$ cat src/rtl/ipulse_seq_pkg.sv
// Shared types and helpers for the current-pulse sequencer.
package ipulse_pkg;

   localparam int CNT_W_DEF = 16;
   localparam int NUM_W_DEF = 8;

   typedef enum logic [1:0] {
      IDLE  = 2'd0,
      DELAY = 2'd1,
      HIGH  = 2'd2,
      LOW   = 2'd3
   } state_e;

   // A train needs a non-empty high phase and a non-empty low phase.
   function automatic logic cfg_legal(input logic [31:0] tw, input logic [31:0] tp);
      return (tw != 32'd0) && (tp > tw);
   endfunction

endpackage

$ cat src/rtl/ipulse_seq_if.sv
// Control/config/status bundle between the controller and the pulse sequencer.
interface ipulse_seq_if
   import ipulse_pkg::*;
#(
   parameter int CNT_W = CNT_W_DEF,
   parameter int NUM_W = NUM_W_DEF
);
   logic             start;
   logic             abort;
   logic [CNT_W-1:0] cfg_td;
   logic [CNT_W-1:0] cfg_tw;
   logic [CNT_W-1:0] cfg_tp;
   logic [NUM_W-1:0] cfg_num;
   logic             cfg_sink;
   logic             pout;
   logic             sink_sel;
   logic             busy;
   logic             done;
   logic             cfg_err;
   logic [NUM_W-1:0] pulse_idx;

   modport master (
      output start, abort, cfg_td, cfg_tw, cfg_tp, cfg_num, cfg_sink,
      input  pout, sink_sel, busy, done, cfg_err, pulse_idx
   );

   modport slave (
      input  start, abort, cfg_td, cfg_tw, cfg_tp, cfg_num, cfg_sink,
      output pout, sink_sel, busy, done, cfg_err, pulse_idx
   );
endinterface

$ cat src/rtl/ipulse_seq_timer.sv
// Loadable down-counter shared by the delay, high and low phases.
module ipulse_timer
   import ipulse_pkg::*;
#(
   parameter int CNT_W = CNT_W_DEF
) (
   input  logic             clk,
   input  logic             rstb,
   input  logic             load_i,
   input  logic             en_i,
   input  logic [CNT_W-1:0] val_i,
   output logic             zero_o
);
   logic [CNT_W-1:0] cnt_q, cnt_d;

   // Load wins over decrement; the count parks at zero.
   always_comb begin
      cnt_d = cnt_q;
      if (load_i)
         cnt_d = val_i;
      else if (en_i && (cnt_q != '0))
         cnt_d = cnt_q - CNT_W'(1);
   end

   always_ff @(posedge clk or negedge rstb) begin
      if (!rstb)
         cnt_q <= '0;
      else
         cnt_q <= cnt_d;
   end

   assign zero_o = (cnt_q == '0);
endmodule

$ cat src/rtl/ipulse_seq.sv
// Current-pulse sequencer: delay, then tw-high / (tp-tw)-low pulses, finite or continuous.
module ipulse_seq
   import ipulse_pkg::*;
#(
   parameter int   CNT_W = CNT_W_DEF,
   parameter int   NUM_W = NUM_W_DEF,
   parameter logic B0    = 1'b0,
   parameter logic B1    = 1'b1
) (
   input logic         clk,
   input logic         rstb,
   ipulse_seq_if.slave bus
);
   state_e           state_q;
   logic [CNT_W-1:0] tw_q, tp_q;
   logic [NUM_W-1:0] num_q, idx_q, idx_d;
   logic             pout_q, sink_q, busy_q, done_q, err_q;
   logic             tmr_load, tmr_en, tmr_zero;
   logic [CNT_W-1:0] tmr_val;
   logic             req, legal, last_pulse;

   assign req        = bus.start && !bus.abort;
   assign legal      = cfg_legal(32'(bus.cfg_tw), 32'(bus.cfg_tp));
   assign idx_d      = idx_q + NUM_W'(1);
   assign last_pulse = (num_q != '0) && (idx_d == num_q);
   assign tmr_en     = (state_q != IDLE);

   // Timer is loaded with (phase length - 1) on every phase entry.
   always_comb begin
      tmr_load = 1'b0;
      tmr_val  = '0;
      case (state_q)
         IDLE: begin
            if (req && legal) begin
               tmr_load = 1'b1;
               tmr_val  = (bus.cfg_td == '0) ? bus.cfg_tw - CNT_W'(1)
                                             : bus.cfg_td - CNT_W'(1);
            end
         end
         DELAY: begin
            if (!bus.abort && tmr_zero) begin
               tmr_load = 1'b1;
               tmr_val  = tw_q - CNT_W'(1);
            end
         end
         HIGH: begin
            if (!bus.abort && tmr_zero) begin
               tmr_load = 1'b1;
               tmr_val  = tp_q - tw_q - CNT_W'(1);
            end
         end
         LOW: begin
            if (!bus.abort && tmr_zero && !last_pulse) begin
               tmr_load = 1'b1;
               tmr_val  = tw_q - CNT_W'(1);
            end
         end
         default: begin
            tmr_load = 1'b0;
            tmr_val  = '0;
         end
      endcase
   end

   ipulse_timer #(.CNT_W(CNT_W)) u_timer (
      .clk    (clk),
      .rstb   (rstb),
      .load_i (tmr_load),
      .en_i   (tmr_en),
      .val_i  (tmr_val),
      .zero_o (tmr_zero)
   );

   always_ff @(posedge clk or negedge rstb) begin
      if (!rstb) begin
         state_q <= IDLE;
         tw_q    <= '0;
         tp_q    <= '0;
         num_q   <= '0;
         idx_q   <= '0;
         pout_q  <= B0;
         sink_q  <= 1'b0;
         busy_q  <= 1'b0;
         done_q  <= 1'b0;
         err_q   <= 1'b0;
      end else begin
         done_q <= 1'b0;
         err_q  <= 1'b0;
         case (state_q)
            IDLE: begin
               if (req && legal) begin
                  tw_q    <= bus.cfg_tw;
                  tp_q    <= bus.cfg_tp;
                  num_q   <= bus.cfg_num;
                  sink_q  <= bus.cfg_sink;
                  idx_q   <= '0;
                  busy_q  <= 1'b1;
                  state_q <= (bus.cfg_td == '0) ? HIGH : DELAY;
                  pout_q  <= (bus.cfg_td == '0) ? B1 : B0;
               end else if (req) begin
                  err_q <= 1'b1;
               end
            end
            DELAY, HIGH, LOW: begin
               if (bus.abort) begin
                  state_q <= IDLE;
                  pout_q  <= B0;
                  busy_q  <= 1'b0;
               end else if (tmr_zero) begin
                  case (state_q)
                     DELAY: begin
                        state_q <= HIGH;
                        pout_q  <= B1;
                     end
                     HIGH: begin
                        state_q <= LOW;
                        pout_q  <= B0;
                     end
                     default: begin
                        idx_q <= idx_d;
                        if (last_pulse) begin
                           state_q <= IDLE;
                           busy_q  <= 1'b0;
                           done_q  <= 1'b1;
                        end else begin
                           state_q <= HIGH;
                           pout_q  <= B1;
                        end
                     end
                  endcase
               end
            end
            default: begin
               state_q <= IDLE;
               pout_q  <= B0;
               busy_q  <= 1'b0;
            end
         endcase
      end
   end

   assign bus.pout      = pout_q;
   assign bus.sink_sel  = sink_q;
   assign bus.busy      = busy_q;
   assign bus.done      = done_q;
   assign bus.cfg_err   = err_q;
   assign bus.pulse_idx = idx_q;
endmodule

$ cat src/flat_wrapper.sv
// flat-port wrapper written by rule: the top's interface ports become plain ports
module ipulse_seq_flat import ipulse_pkg::*;
#(
   parameter int   CNT_W = CNT_W_DEF,
   parameter int   NUM_W = NUM_W_DEF,
   parameter logic B0    = 1'b0,
   parameter logic B1    = 1'b1
)
  (clk, rstb, bus_start, bus_abort, bus_cfg_td, bus_cfg_tw, bus_cfg_tp, bus_cfg_num, bus_cfg_sink, bus_pout, bus_sink_sel, bus_busy, bus_done, bus_cfg_err, bus_pulse_idx);
  ipulse_seq_if #(.CNT_W(CNT_W), .NUM_W(NUM_W)) bus_i ();
  input logic clk;
  input logic rstb;
  input wire logic [$bits(bus_i.start)-1:0] bus_start;
  input wire logic [$bits(bus_i.abort)-1:0] bus_abort;
  input wire logic [$bits(bus_i.cfg_td)-1:0] bus_cfg_td;
  input wire logic [$bits(bus_i.cfg_tw)-1:0] bus_cfg_tw;
  input wire logic [$bits(bus_i.cfg_tp)-1:0] bus_cfg_tp;
  input wire logic [$bits(bus_i.cfg_num)-1:0] bus_cfg_num;
  input wire logic [$bits(bus_i.cfg_sink)-1:0] bus_cfg_sink;
  output wire logic [$bits(bus_i.pout)-1:0] bus_pout;
  output wire logic [$bits(bus_i.sink_sel)-1:0] bus_sink_sel;
  output wire logic [$bits(bus_i.busy)-1:0] bus_busy;
  output wire logic [$bits(bus_i.done)-1:0] bus_done;
  output wire logic [$bits(bus_i.cfg_err)-1:0] bus_cfg_err;
  output wire logic [$bits(bus_i.pulse_idx)-1:0] bus_pulse_idx;
  assign bus_i.start = bus_start;
  assign bus_i.abort = bus_abort;
  assign bus_i.cfg_td = bus_cfg_td;
  assign bus_i.cfg_tw = bus_cfg_tw;
  assign bus_i.cfg_tp = bus_cfg_tp;
  assign bus_i.cfg_num = bus_cfg_num;
  assign bus_i.cfg_sink = bus_cfg_sink;
  assign bus_pout = bus_i.pout;
  assign bus_sink_sel = bus_i.sink_sel;
  assign bus_busy = bus_i.busy;
  assign bus_done = bus_i.done;
  assign bus_cfg_err = bus_i.cfg_err;
  assign bus_pulse_idx = bus_i.pulse_idx;
  ipulse_seq #(.CNT_W(CNT_W), .NUM_W(NUM_W), .B0(B0), .B1(B1)) u_core (.clk(clk), .rstb(rstb), .bus(bus_i));
endmodule
$ cat config.mk
export PLATFORM = sky130hd
export DESIGN_NAME = ipulse_seq_flat
export DESIGN_NICKNAME = d
export VERILOG_FILES = /design/src/rtl/ipulse_seq_pkg.sv /design/src/rtl/ipulse_seq_if.sv /design/src/rtl/ipulse_seq_timer.sv /design/src/rtl/ipulse_seq.sv /design/src/flat_wrapper.sv
export SDC_FILE = /design/constraint.sdc
export NUM_CORES = 1
export LEC_CHECK = 0
export BUFFER_PORTS_ARGS = -buffer_cell sky130_fd_sc_hd__buf_2
export CORE_MARGIN = 2
export CORE_UTILIZATION = 60
export CTS_CLUSTER_SIZE = 20
export DETAILED_ROUTE_END_ITERATION = 6
export PLACE_DENSITY = 0.78
export SLEW_MARGIN = 5
export SYNTH_ARGS = -nofsm -noshare
export SYNTH_HDL_FRONTEND = slang
export SYNTH_SLANG_ARGS = --single-unit
$ cat constraint.sdc
create_clock -name clk -period 3.1 [get_ports clk]
set_input_delay 0.62 -clock clk [delete_from_list [all_inputs] [get_ports clk]]
set_output_delay 0.62 -clock clk [all_outputs]
set_load 0.1 [all_outputs]
== After elaboration in Yosys (flattened, before gate mapping) ==
Cells that the tools add are included.
Operators by class
  add/subtract/negate cells: 7
  magnitude comparators: 1
  eq/ne operators: 12
  mux-type cells: 45
  reductions and logical operators: 24
Operator list (count)
  two-way mux 16 bit: 7
  subtractor 16 x 1 -> 16 bit, second input constant: 5
  case mux 16 bit (4 select lines): 1
  zero test 16 bit: 2
  two-way mux 8 bit: 4
  nonzero test 16 bit: 2
  two-way mux 1 bit: 21
  > comparator 16 bit: 1
  case mux 8 bit (2 select lines): 1
  subtractor 16 bit: 1
  two-way mux 2 bit: 5
  adder 8 x 1 -> 8 bit, second input constant: 1
  equality test 8 bit: 1
  case mux 2 bit (2 select lines): 2
  AND reduction 4 bit: 2
  nonzero test 8 bit: 1
  logical AND 1 bit: 7
  != test 3 x 2 -> 1 bit, second input constant: 2
  case mux 1 bit (2 select lines): 3
  != test 5 bit, second input constant: 1
  equality test 2 bit, second input constant: 2
  != test 2 x 1 -> 1 bit, second input constant: 2
  != test 2 bit, second input constant: 2
  AND reduction 2 bit: 2
  9 further kinds: 11
Storage, ports and cells
  register bits: 71
  bits of input ports: 61
  output and inout port bits: 13

== Depth between registers and ports, before layout ==
  word-level depth: 8
  gate-level depth with buffers: 13
  depth with buffers taken out: 11

== Cells and area by module ==
Synthesis repeated with hierarchy kept, for this count alone.
Second synthesis, totals
  cells, all modules: 684
  area, all modules: 5808.1 sq um
Modules (own cells, without submodules)
  ipulse_seq: times used 1, cells an instance 561, area each 4763.3 sq um
  ipulse_timer: times used 1, cells an instance 123, area each 1044.8 sq um

== Least setup slack after synthesis ==
No wires, ideal clock.
  path kind: reg-to-reg
  start: reg u_core.idx_q[0], in the netlist u_core.bus.pulse_idx[0]
  end: reg u_core.u_timer.cnt_q[5]
  setup time: 0.077 ns
  arrival: 3.192 ns
  required time: 3.023 ns
  path slack: -0.170 ns
  stages on the path, launching flop included: 11
  path buffers: 1
  period minus slack after synthesis: 3.270 ns
  path through: dfrtp_1 ha_1 xor2_1 a311oi_1 nand4_1 nor4_4 a21boi_2 o21bai_2 buf_6 mux2_1 a21oi_1
On the way
  longest elaborated chain between the ends: 8
  elaborated cells on any way between the ends: 11
  classes of those cells: 1 x add/sub; 1 x eq/ne; 5 x mux; 4 x reduce/logical
Ends and longest elaborated chain
  from (decl): RTL line ipulse_seq.sv:16  | logic [NUM_W-1:0] num_q, idx_q, idx_d;
  from (signal assigned): RTL line ipulse_seq.sv:120  | idx_q <= idx_d;
  adder 8 x 1 -> 8 bit *: RTL line ipulse_seq.sv:24  | assign idx_d = idx_q + NUM_W'(1);
  equality test 8 bit *: RTL line ipulse_seq.sv:25  | assign last_pulse = (num_q != '0) && (idx_d == num_q);
  logical AND 1 bit *: RTL line ipulse_seq.sv:25
  zero test 1 bit *: RTL line ipulse_seq.sv:53  | if (!bus.abort && tmr_zero && !last_pulse) begin
  logical AND 1 bit *: RTL line ipulse_seq.sv:53
  two-way mux 16 bit / two-way mux 1 bit (equally long branches): RTL line ipulse_seq.sv:53
  case mux 16 bit (4 select lines) / case mux 1 bit (3 select lines) (equally long branches): RTL line ipulse_seq.sv:32  | case (state_q)
  two-way mux 16 bit / nonzero test 2 bit (equally long branches)
  to (signal assigned): RTL line ipulse_seq_timer.sv:29  | cnt_q <= cnt_d;
  to (decl): RTL line ipulse_seq_timer.sv:14  | logic [CNT_W-1:0] cnt_q, cnt_d;
Every way passes the cells marked *; elsewhere a longest branch is shown, timed or not.
A chain may end at the register's enable or synchronous reset.

== Worst setup path after layout ==
  start: reg u_core.idx_q[1], in the netlist u_core.bus.pulse_idx[1]
  end: reg u_core.u_timer.cnt_q[3]
Same word-level chain as after synthesis.

==> flow_metrics.tcl <==
set metrics [dict create \
    status "complete, no violations" \
    die-area_um2 10700 \
    n_antenna_cell 0 \
    rsz0062_at_grt "false" \
    coreArea_um2 9680 \
    synthFlopType "dfrtp_1" \
    ctsHoldBuffers 0 \
    dr.pass1.iters 5 \
    placed_cells 926 \
    totalWireLength_um 17600 \
    synth_fp_nets 783 \
    final-setup-viol-count 0 \
    irDropWorstVdd_v 0.000588 \
    finalMaxSlewViolations 0 \
    drt_iter0_drc 496 \
    hold_path.class "input pin to asynchronous set/reset pin" \
    cts-htree-levels 3 \
    io-pin-count 74 \
    die_y_um 103 \
    die_x_um 103 \
    relSlewSlack_pct 38.5 \
    fin_cells 942 \
    worstMarginPinSlew_ns 0.922 \
    finClkSkew_ns 0.0112 \
    yosysTopAreaCellShare_pct 30.0 \
    synth_area_um2 5930 \
    synth-async-reset-ratio_pct 100 \
    cp-end-kind "register" \
    p_per_area_nw_per_um2 930 \
    syn_area_per_cell_um2 8.73 \
    layout-drive-gt1-share_pct 26.6 \
    post-cts-setup-buffers 0 \
    clockRootBuffer "clkbuf_8" \
    synth_most_common_cell "dfrtp_1" \
    netlist_instances 679 \
    grt.total_usage_pct 34.4 \
    via_count 5734 \
    seq_area_frac_synth_pct 30.0 \
    startpoint_type "register" \
    clkSlewWorstSetupHoldPaths_ns 0.08 \
    drv.max_cap_violation_count 0 \
    cts_resized 0 \
    num_rows 36 \
    antenna_found_initial 0 \
    grt_max_degree 72 \
    initial_core_util_pct 61.2 \
    cp_data_required_time_ns 3.36 \
    netlist_top_cells_area "dfrtp_1 (30%), ha_1 (8.9%), xnor2_1 (5.3%), mux2_2 (4.9%), o21ai_0 (4.7%)" \
    yosys-top-cells-count "dfrtp_1 (71), o21ai_0 (56), inv_1 (50)" \
    numCtsBuffers 9 \
    grt_pass1_vias 5619 \
    fmax_ghz 0.343 \
    hold_viol 0 \
    clk_path_buf_depth 2 \
    route.detailed.drc 0 \
    synth_cell_types 74 \
    synth-seq-cells 71 \
    fin_nets 908 \
    ant_nets 0 \
    yosysTopAreaCell "dfrtp_1" \
    cp.arrival_ns 3.17 \
    syn_to_final_growth_pct 19.8 \
    avgRoutedWirePerCell_um 18.7 \
    ys_warn_count 0 \
    overflow 0 \
    period_needed_ns 2.91 \
    clock_latency_ns 0.37 \
    io_buffers 73 \
    avgViaCountPerCell 6.09 \
    clock_sinks 71 \
    path_max_fanout 6 \
    setup_tns_ns 0 \
    gp_congestion 1.03 \
    leakage_nw 3.20 \
    synth_enable_flop_cells 0 \
    path_class "register to register" \
    cts_tree "done" \
    grt_pass1_wl_um 28000 \
    r2r_slack_ns 0.19 \
    period_share_pct 93.9 \
    hpwl_um 13800 \
]
[cell families after synthesis]
logic type	share of synthesized area, %
and+or+nand+nor	19.5
AOI/OAI and AO/OA	21.0
buffers and inverters	5.11
DFF	30.0
xor gates and xnor gates	7.97
adders and majority gates	9.20
muxes	7.32
[worst paths after layout]
path | startpoint | endpoint | cells past startpoint
min in group clk | bus_cfg_sink | u_core.bus.sink_sel | 2
worst min register to register | u_core.tw_q[10] | u_core.tw_q[10] | 2
worst max register to register | u_core.bus.pulse_idx[1] | u_core.u_timer.cnt_q[3] | 11
max in group asynchronous | rstb | u_core.bus.pulse_idx[1] | 1
worst min-delay path | rstb | u_core.state_q[0] | 1
worst max-delay path | u_core.bus.pulse_idx[1] | u_core.u_timer.cnt_q[3] | 11
[cells in the final DEF (no fill, tap or decap), types with 12 or more instances in the layout]
cell / n
o21ai_0: 56
nand3_1: 16
mux2_2: 26
nand2_1: 48
ha_1: 42
buf_2: 72
xnor2_1: 36
a21oi_1: 45
dfrtp_1: 69
a31oi_1: 13
nor2_1: 41
buf_4: 60
xor2_1: 18
nand4_1: 12
nor3_1: 25
inv_1: 50
nor4_1: 16
[worst max-delay path, cell delays in order (launching register included)]
cell and delay, ns:
dfrtp_2 0.44, ha_1 0.30, xor2_1 0.14, a311oi_1 0.24, nand4_1 0.19, nor4_4 0.39, buf_4 0.21, a21boi_2 0.10
o21bai_2 0.21, nand2_2 0.20, buf_4 0.20, o21a_1 0.19
[power by group]
part           switching [mW]  internal, mW  leakage (nW)  total [mW]
logic                    2.35          1.68          2.22        4.03
clock network           0.392         0.394        0.0997       0.787
registers               0.448          1.34         0.881        1.79
total                    3.19          3.42          3.20        6.61
[metal layers]
metal,vias to the layer above,track usage [%],part of all wire (%)
met4,0,12.2,2.2
met3,40,5.17,6.8
met5,-,0,0
met1,2719,48.4,45
li1,2745,-,-
met2,230,54.1,46
[stage by stage]
step	worst slack (ns)	power [mW]	hold WS (ns)	cell area, µm²	utilization, %
6_report	0.188	6.61	0.388	7100	73.4
3_5_place_dp	-0.0346	5.67	0.480	6890	71.2
2_1_floorplan	0.0164	4.62	0.324	5960	-
3_3_place_gp	-0.0133	5.49	0.463	6890	71.2
4_1_cts	0.0392	6.49	0.426	7090	73.2
5_1_grt	0.00442	7.11	0.461	7100	73.4
[layout make-up]
type / count / area, µm²
flip-flops and latches: 71 / 1780
multi-input cells: 537 / 3900
well taps: 133 / 166
repair buffers: 135 / 871
clock buffers: 11 / 141
inverters: 50 / 188
fillers: 793 / 2580
clock inverters: 5 / 56.3
[registers in the layout, summed over array words and instances, names as in the netlist]
signal and flops:
u_core.num_q 8, u_core.bus.pulse_idx 8, u_core.bus.sink_sel 1, u_core.bus.done 1, u_core.bus.pout 1, u_core.bus.busy 1, u_core.u_timer.cnt_q 16, u_core.bus.cfg_err 1
u_core.tw_q 16, u_core.state_q 2, u_core.tp_q 16
No activity file was read; power rests on OpenSTA's default activity.
